**src/rtl/mem_wb_stage_pkg.sv**
```systemverilog
// rtl/mem_wb_stage_pkg.sv - shared encodings for the memory/writeback stage
package mem_wb_stage_pkg;

  localparam logic [2:0] WB_ALU  = 3'b000;
  localparam logic [2:0] WB_MEM  = 3'b001;
  localparam logic [2:0] WB_PC4  = 3'b010;
  localparam logic [2:0] WB_IMMD = 3'b011;

  localparam logic [2:0] F3_B  = 3'b000;
  localparam logic [2:0] F3_H  = 3'b001;
  localparam logic [2:0] F3_W  = 3'b010;
  localparam logic [2:0] F3_BU = 3'b100;
  localparam logic [2:0] F3_HU = 3'b101;

  localparam logic [1:0] CAUSE_MISALIGN = 2'b01;
  localparam logic [1:0] CAUSE_BUS      = 2'b10;
  localparam logic [1:0] CAUSE_ILLEGAL  = 2'b11;

  localparam int TIMEOUT_DEFAULT = 16;

  typedef enum logic {
    ST_IDLE   = 1'b0,
    ST_ACCESS = 1'b1
  } state_t;

endpackage

```
**src/rtl/mem_wb_stage_lsu_align.sv**
```systemverilog
// rtl/mem_wb_stage_lsu_align.sv - store lane steering, load extraction, access legality
module mem_wb_stage_lsu_align
  import mem_wb_stage_pkg::*;
#(
  parameter int WIDTH = 32
) (
  input  logic [1:0]       lane,
  input  logic [2:0]       funct3,
  input  logic             mem_re,
  input  logic             mem_we,
  input  logic [WIDTH-1:0] store_data,
  output logic [WIDTH-1:0] wdata,
  output logic [3:0]       be,
  output logic             misaligned,
  output logic             illegal,
  input  logic [1:0]       ld_lane,
  input  logic [2:0]       ld_funct3,
  input  logic [WIDTH-1:0] rdata,
  output logic [WIDTH-1:0] ld_data
);

  logic [7:0]  ld_byte;
  logic [15:0] ld_half;

  always_comb begin
    illegal = 1'b0;
    if (mem_re && mem_we) begin
      illegal = 1'b1;
    end else if (mem_re) begin
      illegal = !(funct3 inside {F3_B, F3_H, F3_W, F3_BU, F3_HU});
    end else if (mem_we) begin
      illegal = !(funct3 inside {F3_B, F3_H, F3_W});
    end
    // Size is funct3[1:0]; only meaningful once the access is known legal.
    misaligned = ((funct3[1:0] == 2'b01) && lane[0]) ||
                 ((funct3[1:0] == 2'b10) && (lane != 2'b00));
  end

  always_comb begin
    be    = 4'b1111;
    wdata = store_data;
    if (mem_we) begin
      case (funct3)
        F3_B: begin
          be    = 4'b0001 << lane;
          wdata = {(WIDTH/8){store_data[7:0]}};
        end
        F3_H: begin
          be    = lane[1] ? 4'b1100 : 4'b0011;
          wdata = {(WIDTH/16){store_data[15:0]}};
        end
        default: ;
      endcase
    end
  end

  always_comb begin
    ld_byte = rdata[{ld_lane, 3'b000} +: 8];
    ld_half = rdata[{ld_lane[1], 4'b0000} +: 16];
    case (ld_funct3)
      F3_B:    ld_data = {{(WIDTH-8){ld_byte[7]}}, ld_byte};
      F3_BU:   ld_data = {{(WIDTH-8){1'b0}}, ld_byte};
      F3_H:    ld_data = {{(WIDTH-16){ld_half[15]}}, ld_half};
      F3_HU:   ld_data = {{(WIDTH-16){1'b0}}, ld_half};
      default: ld_data = rdata;
    endcase
  end

endmodule

```
**src/rtl/mem_wb_stage.sv**
```systemverilog
// rtl/mem_wb_stage.sv - RV32I memory access and writeback stage with req/ack data bus
module mem_wb_stage
  import mem_wb_stage_pkg::*;
#(
  parameter int WIDTH   = 32,
  parameter int TIMEOUT = TIMEOUT_DEFAULT,
  parameter int CNT_W   = 4
) (
  input  logic             i_clk,
  input  logic             i_rstn,
  input  logic             i_ex_valid,
  input  logic [WIDTH-1:0] i_ex_alu_result,
  input  logic [WIDTH-1:0] i_ex_store_data,
  input  logic [WIDTH-1:0] i_ex_pc_plus4,
  input  logic [WIDTH-1:0] i_ex_immd,
  input  logic [4:0]       i_ex_rd,
  input  logic             i_ex_rf_we,
  input  logic [2:0]       i_ex_wb_src,
  input  logic             i_ex_mem_re,
  input  logic             i_ex_mem_we,
  input  logic [2:0]       i_ex_funct3,
  output logic             o_dmem_req,
  output logic             o_dmem_we,
  output logic [WIDTH-1:0] o_dmem_addr,
  output logic [WIDTH-1:0] o_dmem_wdata,
  output logic [3:0]       o_dmem_be,
  input  logic             i_dmem_ack,
  input  logic             i_dmem_err,
  input  logic [WIDTH-1:0] i_dmem_rdata,
  output logic             o_wb_we,
  output logic [4:0]       o_wb_rd,
  output logic [WIDTH-1:0] o_wb_data,
  output logic             o_stall,
  output logic             o_mem_exc,
  output logic [1:0]       o_mem_exc_cause
);

  localparam logic [CNT_W-1:0] CNT_LAST = CNT_W'(TIMEOUT - 1);

  state_t           state, state_next;
  logic [CNT_W-1:0] cnt;
  logic             we_q;
  logic [1:0]       lane_q;
  logic [2:0]       funct3_q;
  logic [4:0]       rd_q;
  logic             rf_we_q;

  logic [WIDTH-1:0] st_wdata;
  logic [3:0]       st_be;
  logic             misaligned;
  logic             illegal;
  logic [WIDTH-1:0] ld_data;
  logic [WIDTH-1:0] wb_mux;

  logic accept, is_mem, mem_ok, done_ack, abort;

  mem_wb_stage_lsu_align #(.WIDTH(WIDTH)) u_align (
    .lane       (i_ex_alu_result[1:0]),
    .funct3     (i_ex_funct3),
    .mem_re     (i_ex_mem_re),
    .mem_we     (i_ex_mem_we),
    .store_data (i_ex_store_data),
    .wdata      (st_wdata),
    .be         (st_be),
    .misaligned (misaligned),
    .illegal    (illegal),
    .ld_lane    (lane_q),
    .ld_funct3  (funct3_q),
    .rdata      (i_dmem_rdata),
    .ld_data    (ld_data)
  );

  always_comb begin
    accept   = (state == ST_IDLE) && i_ex_valid;
    is_mem   = i_ex_mem_re || i_ex_mem_we;
    mem_ok   = accept && is_mem && !illegal && !misaligned;
    done_ack = (state == ST_ACCESS) && i_dmem_ack && !i_dmem_err;
    // Ack on the last allowed cycle still completes; only silence times out.
    abort    = (state == ST_ACCESS) &&
               (i_dmem_err || (!i_dmem_ack && (cnt == CNT_LAST)));
  end

  always_comb begin
    case (i_ex_wb_src)
      WB_PC4:         wb_mux = i_ex_pc_plus4;
      WB_IMMD:        wb_mux = i_ex_immd;
      WB_ALU, WB_MEM: wb_mux = i_ex_alu_result;
      default:        wb_mux = i_ex_alu_result;
    endcase
  end

  always_ff @(posedge i_clk) begin
    if (!i_rstn) state <= ST_IDLE;
    else         state <= state_next;
  end

  always_comb begin
    state_next = state;
    case (state)
      ST_IDLE:   if (mem_ok) state_next = ST_ACCESS;
      ST_ACCESS: if (done_ack || abort) state_next = ST_IDLE;
      default:   state_next = ST_IDLE;
    endcase
  end

  always_comb begin
    o_stall    = (state == ST_ACCESS);
    o_dmem_req = (state == ST_ACCESS);
    o_dmem_we  = (state == ST_ACCESS) && we_q;
  end

  always_ff @(posedge i_clk) begin
    if (!i_rstn) begin
      cnt             <= '0;
      we_q            <= 1'b0;
      lane_q          <= 2'b00;
      funct3_q        <= 3'b000;
      rd_q            <= 5'd0;
      rf_we_q         <= 1'b0;
      o_dmem_addr     <= '0;
      o_dmem_wdata    <= '0;
      o_dmem_be       <= 4'b0000;
      o_wb_we         <= 1'b0;
      o_wb_rd         <= 5'd0;
      o_wb_data       <= '0;
      o_mem_exc       <= 1'b0;
      o_mem_exc_cause <= 2'b00;
    end else begin
      o_wb_we   <= 1'b0;
      o_mem_exc <= 1'b0;
      if (accept) begin
        if (is_mem) begin
          if (illegal) begin
            o_mem_exc       <= 1'b1;
            o_mem_exc_cause <= CAUSE_ILLEGAL;
          end else if (misaligned) begin
            o_mem_exc       <= 1'b1;
            o_mem_exc_cause <= CAUSE_MISALIGN;
          end else begin
            cnt          <= '0;
            we_q         <= i_ex_mem_we;
            lane_q       <= i_ex_alu_result[1:0];
            funct3_q     <= i_ex_funct3;
            rd_q         <= i_ex_rd;
            rf_we_q      <= i_ex_rf_we;
            o_dmem_addr  <= {i_ex_alu_result[WIDTH-1:2], 2'b00};
            o_dmem_wdata <= st_wdata;
            o_dmem_be    <= st_be;
          end
        end else if (i_ex_rf_we && (i_ex_rd != 5'd0)) begin
          o_wb_we   <= 1'b1;
          o_wb_rd   <= i_ex_rd;
          o_wb_data <= wb_mux;
        end
      end else if (state == ST_ACCESS) begin
        if (done_ack) begin
          if (!we_q && rf_we_q && (rd_q != 5'd0)) begin
            o_wb_we   <= 1'b1;
            o_wb_rd   <= rd_q;
            o_wb_data <= ld_data;
          end
        end else if (abort) begin
          o_mem_exc       <= 1'b1;
          o_mem_exc_cause <= CAUSE_BUS;
        end else begin
          cnt <= cnt + 1'b1;
        end
      end
    end
  end

endmodule

```
**config.mk**
```make
export PLATFORM = sky130hd
export DESIGN_NAME = mem_wb_stage
export DESIGN_NICKNAME = d
export VERILOG_FILES = /design/src/rtl/mem_wb_stage_pkg.sv /design/src/rtl/mem_wb_stage_lsu_align.sv /design/src/rtl/mem_wb_stage.sv
export SDC_FILE = /design/constraint.sdc
export NUM_CORES = 1
export LEC_CHECK = 0
export ABC_AREA = 1
export CORE_UTILIZATION = 45
export CTS_CLUSTER_DIAMETER = 150
export DETAILED_ROUTE_END_ITERATION = 12
export HOLD_SLACK_MARGIN = 0.1
export PLACE_DENSITY_LB_ADDON = 0.08
export SKIP_LAST_GASP = 1
export SYNTH_ARGS = -nofsm -noshare
export SYNTH_HDL_FRONTEND = slang
export SYNTH_SLANG_ARGS = --single-unit
export TNS_END_PERCENT = 100
```
**constraint.sdc**
```tcl
create_clock -name i_clk -period 2.5 [get_ports i_clk]
set_clock_uncertainty 0.1 [all_clocks]
set_input_delay 0.375 -clock i_clk [delete_from_list [all_inputs] [get_ports i_clk]]
set_output_delay 0.375 -clock i_clk [all_outputs]
set_load 0.05 [all_outputs]
```
==> reports/metrics.yaml, run 1 <==
max_freq_mhz: 436
combPwrFrac_pct: 25.3
track_usage_pct: 32.9
p_sw_share_pct: 30.3
drive_above_1_share_pct: 5.32
wl_per_cell_um: 16.9
routed-via-count: 7976
synth_edf_count: 0
die_h_um: 123
port_buffers: 288
start_util_pct: 46.7
pre_cts_slack_ns: -0.132
drc: 0
grt_first_pass_wirelength_um: 37800
outcome: "finished, final reports clean"
cap_violations: 0
cts_tree: "done"
placed_cell_area_um2: 9570
grt_antenna_before_repair: 0
cts_buffers: 17
finalHoldViolations: 0
cts_resized: 0
finalSetupViolCount: 0
cp_data_arrival_time_ns: 1.82
clkSlewWorstSetupHoldPaths_ns: 0.05
final_antenna_net_count: 0
hold_class: "in2reg"
setup.worst_path.end_class: "primary output"
final_nets: 1484
fillers: 1178
synth_top_area_share_pct: 37.9
internal_power_mw: 4.56
power.share.clock_pct: 41.5
viasPerCell: 5.33
final_area_um2: 10200
die_x_um: 123
synth_cell_types: 30
seqCellArea_um2: 2480
finalPower_mw: 6.55
ys.flop_type: "dfxtp_1"
async_flop_share_pct: 0
core_area_um2: 14000
fin_crit_ns: 2.29
tightest_slew_ns: 1.14
grt_max_degree: 71
num_antenna_cells: 0
clkSinkCount: 124
synth_seq_cells: 124
wirelength_um: 25300
cts-root-buf: "clkbuf_16"
ir_worst_vdd_mv: 0.451
rows: 43
crit_type: "reg2out"
syn_to_final_growth_pct: 56.1
synth_area_um2: 6550
first_pass_iters: 6
grt_overflow: 0
layout_commonest_cell: "clkdlybuf4s50_1"
p_leak_nw: 4.46
multi_input_area_um2: 3480
grt_pass1_vias: 7170
mostFrequentLayoutCells: "clkdlybuf4s50_1 (287), nand2_1 (237), nor2_1 (188), dfxtp_1 (124), o21ai_0 (97)"
synth_area_leaders: "dfxtp_1 (38%), nand2_1 (14%), nor2_1 (11%), o21ai_0 (7.4%), nand3_1 (6.5%)"
seqPwrFrac_pct: 33.2
cp_data_required_time_ns: 2.03
clk_path_buf_depth: 2
period_share_pct: 91.7
place_congestion: 0.957
worstPathMaxFanout: 6
ys_seq_area_share_pct: 37.9
power.density_nw_per_um2: 640
clk_latency_ns: 0.41
dp_hpwl_um: 18100
layout_setup_ws_ns: 0.208
syn_avg_cell_area_um2: 6.29
slew_violations: 0
relSlewSlack_pct: 23.8
p_sw_mw: 1.98
netlist.top_cell.by_area: "dfxtp_1"
h-tree-depth: 4
cp-start-kind: "flop"
hold_buffers: 0
yosysWarnings: 0
syn_inst: 1042
drt_iter0_markers: 876
rsz0062_at_grt: "no"
ioPinCount: 291
post_cts_buffers: 0
die_area_um2: 15000
[area by class of cell]
class                           count  share of cell area, %
Multi-Input combinational cell    778                   34.0
Inverter                           74                   2.72
Clock inverter                      8                   1.49
Timing Repair Buffer              309                   30.4
Sequential cell                   124                   24.3
Clock buffer                       24                   4.91
Tap cell                          180                   2.20
[routing by layer]
metal / share of wire, % / GRT usage (%) / up-vias
met2: 46 / 53.9 / 410
li1: - / - / 3923
met4: 4.3 / 16.5 / 0
met3: 8.8 / 6.92 / 74
met5: 0 / 0 / -
met1: 41 / 40.8 / 3569
[cells in the mapped netlist, types with 2 or more instances]
library cell,number
clkinv_1,3
buf_4,9
a22oi_1,11
nor2_1,190
nor2_2,3
o211a_1,2
inv_2,4
nor2_4,2
inv_1,67
o21ai_1,47
nand4_1,10
nand3_1,85
o22ai_1,9
or2_2,4
clkbuf_1,33
a21oi_1,71
buf_6,2
dfxtp_1,124
nand2_1,237
buf_2,23
o21ai_0,97
[final timing paths]
path	startpoint	end	slack (ns)	depth (start not counted)
max	o_dmem_req	o_dmem_we	0.21	3
min	i_rstn	o_mem_exc_cause[0]	0.33	3
max reg2reg	o_dmem_req	o_wb_data[7]	0.56	11
min reg2reg	o_dmem_be[2]	o_dmem_be[2]	0.37	2
[critical path, stage by stage, from the launching register on]
cell             delay [ns]
dfxtp_1                0.48
nand2_1                0.09
inv_1                  0.05
clkdlybuf4s50_1        0.79
[registers in the layout, summed over array words and instances, names as in the netlist, 2 cells and up]
name and flops:
o_wb_rd 5, lane_q 2, cnt 4, rd_q 5, o_dmem_be 4, o_wb_data 32, o_mem_exc_cause 2, o_dmem_wdata 32
funct3_q 3, o_dmem_addr 30
[logic make-up after synthesis]
| kind of cell | count (synthesis) | synth area share, % |
|---|---|---|
| AOI/OAI and AO/OA | 239 | 19.1 |
| xor gates and xnor gates | 1 | 0.134 |
| adders and majority gates | 1 | 0.191 |
| buffers and inverters | 141 | 9.26 |
| DFF | 124 | 37.9 |
| other | 1 | 0.0572 |
| and+or+nand+nor | 535 | 33.4 |
[metrics by stage]
step	hold slack (ns)	TNS (ns)	instances	util, %
after floorplan	0.352	0	1043	-
after global placement	0.361	-0.559	1465	68.2
after detailed placement	0.356	-0.845	1465	68.2
after CTS	0.318	0	1497	72.8
after global routing	0.328	0	1497	72.8
final	0.333	0	1497	72.8
[power by group through the flow]
stage / Sequential, mW / Clock [mW] / Combinational (mW)
2_1_floorplan: 2.56 / 0 / 0.576
3_3_place_gp: 2.21 / 0 / 1.63
3_5_place_dp: 2.21 / 0 / 1.64
4_1_cts: 2.17 / 2.73 / 1.65
5_1_grt: 2.18 / 2.83 / 1.77
6_report: 2.17 / 2.72 / 1.66
(Power assumes the default switching activity.)
==> run 2: changes to the inputs <==
Settings changed: CAP_MARGIN set to 10, SYNTH_HIERARCHICAL set to 1.
Clock period 2.5 ns to 2.2 ns, I/O delays scaled along.
==> run 2 against run 1 <==
  * Clock power up 2%
  * Non-clock buffer count up 31
  * Global-route usage down 1.5 points
  * Count of clock-buffer cells in the layout up 1
  * Synthesized cell count up 15%
  * Die area up 14%
  * Worst hold slack better by 0.011 ns
  * Sequential power up 11%
  * Setup slack worse by 0.12 ns
  * Total power up 6.8%
  * Via count up 6.7%
  * Cell area up 9.6%
  * Largest cell class unchanged
  * Largest power group unchanged
==> reports/metrics.yaml, run 2 <==
drive_above_1_share_pct: 9.89  # +4.6 points
final_area_um2: 11200  # +9.6%
grt_first_pass_wirelength_um: 40200  # +6.3%
crit_type: "reg2out"
grt_max_degree: 55  # -23%
finalHoldViolations: 0  # unchanged
first_pass_iters: 5  # -1
routed-via-count: 8514  # +6.7%
dp_hpwl_um: 20200  # +11%
holdWs_ns: 0.344  # +0.0114 ns
syn_avg_cell_area_um2: 6.20  # -1.4%
clk_path_buf_depth: 2  # unchanged
synth_area_um2: 7460  # +14%
h-tree-depth: 4  # unchanged
slew_violations: 0  # unchanged
clkSinkCount: 124  # unchanged
tightest_slew_ns: 0.577  # -0.566 ns
cp-start-kind: "flop"
track_usage_pct: 31.4  # -1.5 points
wirelength_um: 27100  # +7.0%
grt_pass1_vias: 7769  # +8.4%
port_buffers: 288  # unchanged
max_freq_mhz: 473
cts-root-buf: "clkbuf_16"
synth_cell_types: 35  # +17%
crit_start: "o_dmem_req"
cap_violations: 0  # unchanged
synth_area_leaders: "dfxtp_1 (33%), nand2_1 (25%), a21oi_1 (7.9%), nand3_1 (5.8%), inv_1 (5.0%)"
critPathTopFamily: "buffers and inverters"
netlist.top_cell.by_area: "dfxtp_1"
ys_seq_area_share_pct: 33.3  # -4.6 points
async_flop_share_pct: 0  # unchanged
finalSetupViolCount: 0  # unchanged
grt_antenna_before_repair: 2  # +2
relSlewSlack_pct: 61.4  # +38 points
worstPathMaxFanout: 5  # -1
wl_per_cell_um: 15.8  # -6.6%
final_nets: 1665  # +12%
mostFrequentLayoutCells: "nand2_1 (505), clkdlybuf4s50_1 (287), dfxtp_1 (124), a21oi_1 (118), inv_1 (99)"
rsz0062_at_grt: "no"
hold_buffers: 0  # unchanged
hp-start: "rf_we_q"
path_cells: "clkdlybuf4s50_1"
yosysMostFrequentCell: "nand2_1"
drc: 0  # unchanged
ioPinCount: 291  # unchanged
fin_crit_ns: 2.11
ys_top_cells_by_count: "nand2_1 (505), dfxtp_1 (124), a21oi_1 (118)"
cpMaxStageDelayCell: "clkdlybuf4s50_1"
crit_cells: 1  # -2
outcome: "finished, final reports clean"
synth_edf_count: 0  # unchanged
die_x_um: 131  # +6.6%
clkSlewWorstSetupHoldPaths_ns: 0.06  # about the same
rr_startpoint: "lane_q[1]"
cts_tree: "done"
grt_overflow: 0  # unchanged
largest_registers: "o_dmem_wdata (32), o_wb_data (32), o_dmem_addr (30)"
layout_commonest_cell: "nand2_1"
crit_path_max_incr_delay_ns: 0.84  # +0.05 ns
drt_iter0_markers: 465  # -47%
r2r-end: "o_wb_data[25]"
core_area_um2: 16100  # +14%
clk_latency_ns: 0.43  # +0.02 ns
synth_seq_cells: 124  # unchanged
utilization_pct: 69.8  # -3.0 points
place_congestion: 0.925  # -3.3%
p_leak_nw: 5.02  # +13%
setup.worst_path.end_class: "primary output"
syn_to_final_growth_pct: 50.3
final_antenna_net_count: 0  # unchanged
fillers: 1424  # +21%
die_h_um: 131  # +6.6%
rows: 46  # +7.0%
critPathBufInv: 1  # -1
power.density_nw_per_um2: 623  # -2.6%
viasPerCell: 4.96  # -6.8%
ys.flop_type: "dfxtp_1"
yosysWarnings: 6  # +6
placed_cell_area_um2: 10600  # +11%
rrSetupSlack_ns: 0.23  # -0.33 ns
timing.critical_path.to: "o_stall"
hold_class: "reg2reg"
ir_worst_vdd_mv: 0.531  # +18%
period_share_pct: 96.0
start_util_pct: 46.4  # -0.21 points
synth_top_area_share_pct: 33.3  # -4.6 points
die_area_um2: 17100  # +14%
syn_inst: 1203  # +15%
cp_data_required_time_ns: 1.77  # -0.26 ns
cp_data_arrival_time_ns: 1.68  # -0.14 ns
cts_buffers: 17  # unchanged
r2r.worst_path.cells: 11  # unchanged
[run 2: cell types whose count changed in the layout (fill, tap and decap cells not counted), sizes merged, moves of 30 or more]
cell,change
a21oi,+47
buf,+30
inv,+39
nand2,+277
nor2,-118
o21ai,-122
or2,+33
[run 2: area by class of cell]
cell class                      count  area [um^2]  area share (%)
Antenna cell                        2         5.00          0.0446
Clock buffer                       25          485            4.33
Clock inverter                      6         86.3           0.770
Inverter                          112          424            3.78
Multi-Input combinational cell    890         4020            35.9
Sequential cell                   124         2480            22.1
Tap cell                          216          270            2.41
Timing Repair Buffer              340         3440            30.7
[run 2: worst register-to-register path: stages, from the launching register on]
cell,delay [ns]
dfxtp_1,0.42
or2_1,0.30
nand3_1,0.09
nand2_2,0.08
nand2_4,0.14
buf_4,0.22
nand3_1,0.08
or2_1,0.23
nand2_1,0.07
nand2_1,0.06
inv_1,0.05
nor2_1,0.03
[run 2: where the power goes]
| group | internal, mW | switching [mW] | total, mW |
|---|---|---|---|
| clock network | 1.75 | 1.03 | 2.78 |
| registers | 2.35 | 0.0627 | 2.41 |
| logic | 0.779 | 1.01 | 1.79 |
[run 2: cells by family (layout without fill, tap and decap cells)]
family	count (synthesis)	count (layout)	synth area share, %
compound gates	142	142	9.60
flops	124	124	33.3
buf+inv	190	483	12.9
fa+ha+maj	1	1	0.168
simple gates	745	745	44.0
other cells	1	4	0.0503
[run 2: what timing repair did]
item | 4_1_cts | 5_1_grt
endpoints found under the setup margin | 0 | 1
buffers inserted | 0 | 0
endpoints found under the hold margin | 0 | 0
gates resized for setup | 0 | 1
[run 2: how the worst min path moves through the flow]
stage | slack, ns | depth (start not counted) | end
floorplan | 0.32 | 2 | rf_we_q
global placement | 0.33 | 2 | rf_we_q
detailed placement | 0.34 | 2 | rf_we_q
CTS | 0.35 | 2 | rf_we_q
global route | 0.37 | 2 | rf_we_q
finish | 0.34 | 2 | rf_we_q
[run 2: metrics by stage]
| stage | cells | TNS [ns] | worst slack (ns) | power, mW |
|---|---|---|---|---|
| after detailed placement | 1682 | -0.454 | -0.0616 | 4.23 |
| after global routing | 1715 | 0 | 0.0311 | 7.27 |
| after CTS | 1713 | 0 | 0.00114 | 7.01 |
| after floorplan | 1204 | 0 | 0.426 | 3.46 |
| final | 1715 | 0 | 0.0874 | 6.99 |
| after global placement | 1682 | -0.0722 | -0.0183 | 4.22 |
[run 2: per-layer routing]
layer,GRT usage (%),part of all wire (%)
met2,55.5,49
met4,15.6,4.0
met5,0,0
met1,34.7,39
met3,8.59,8.7
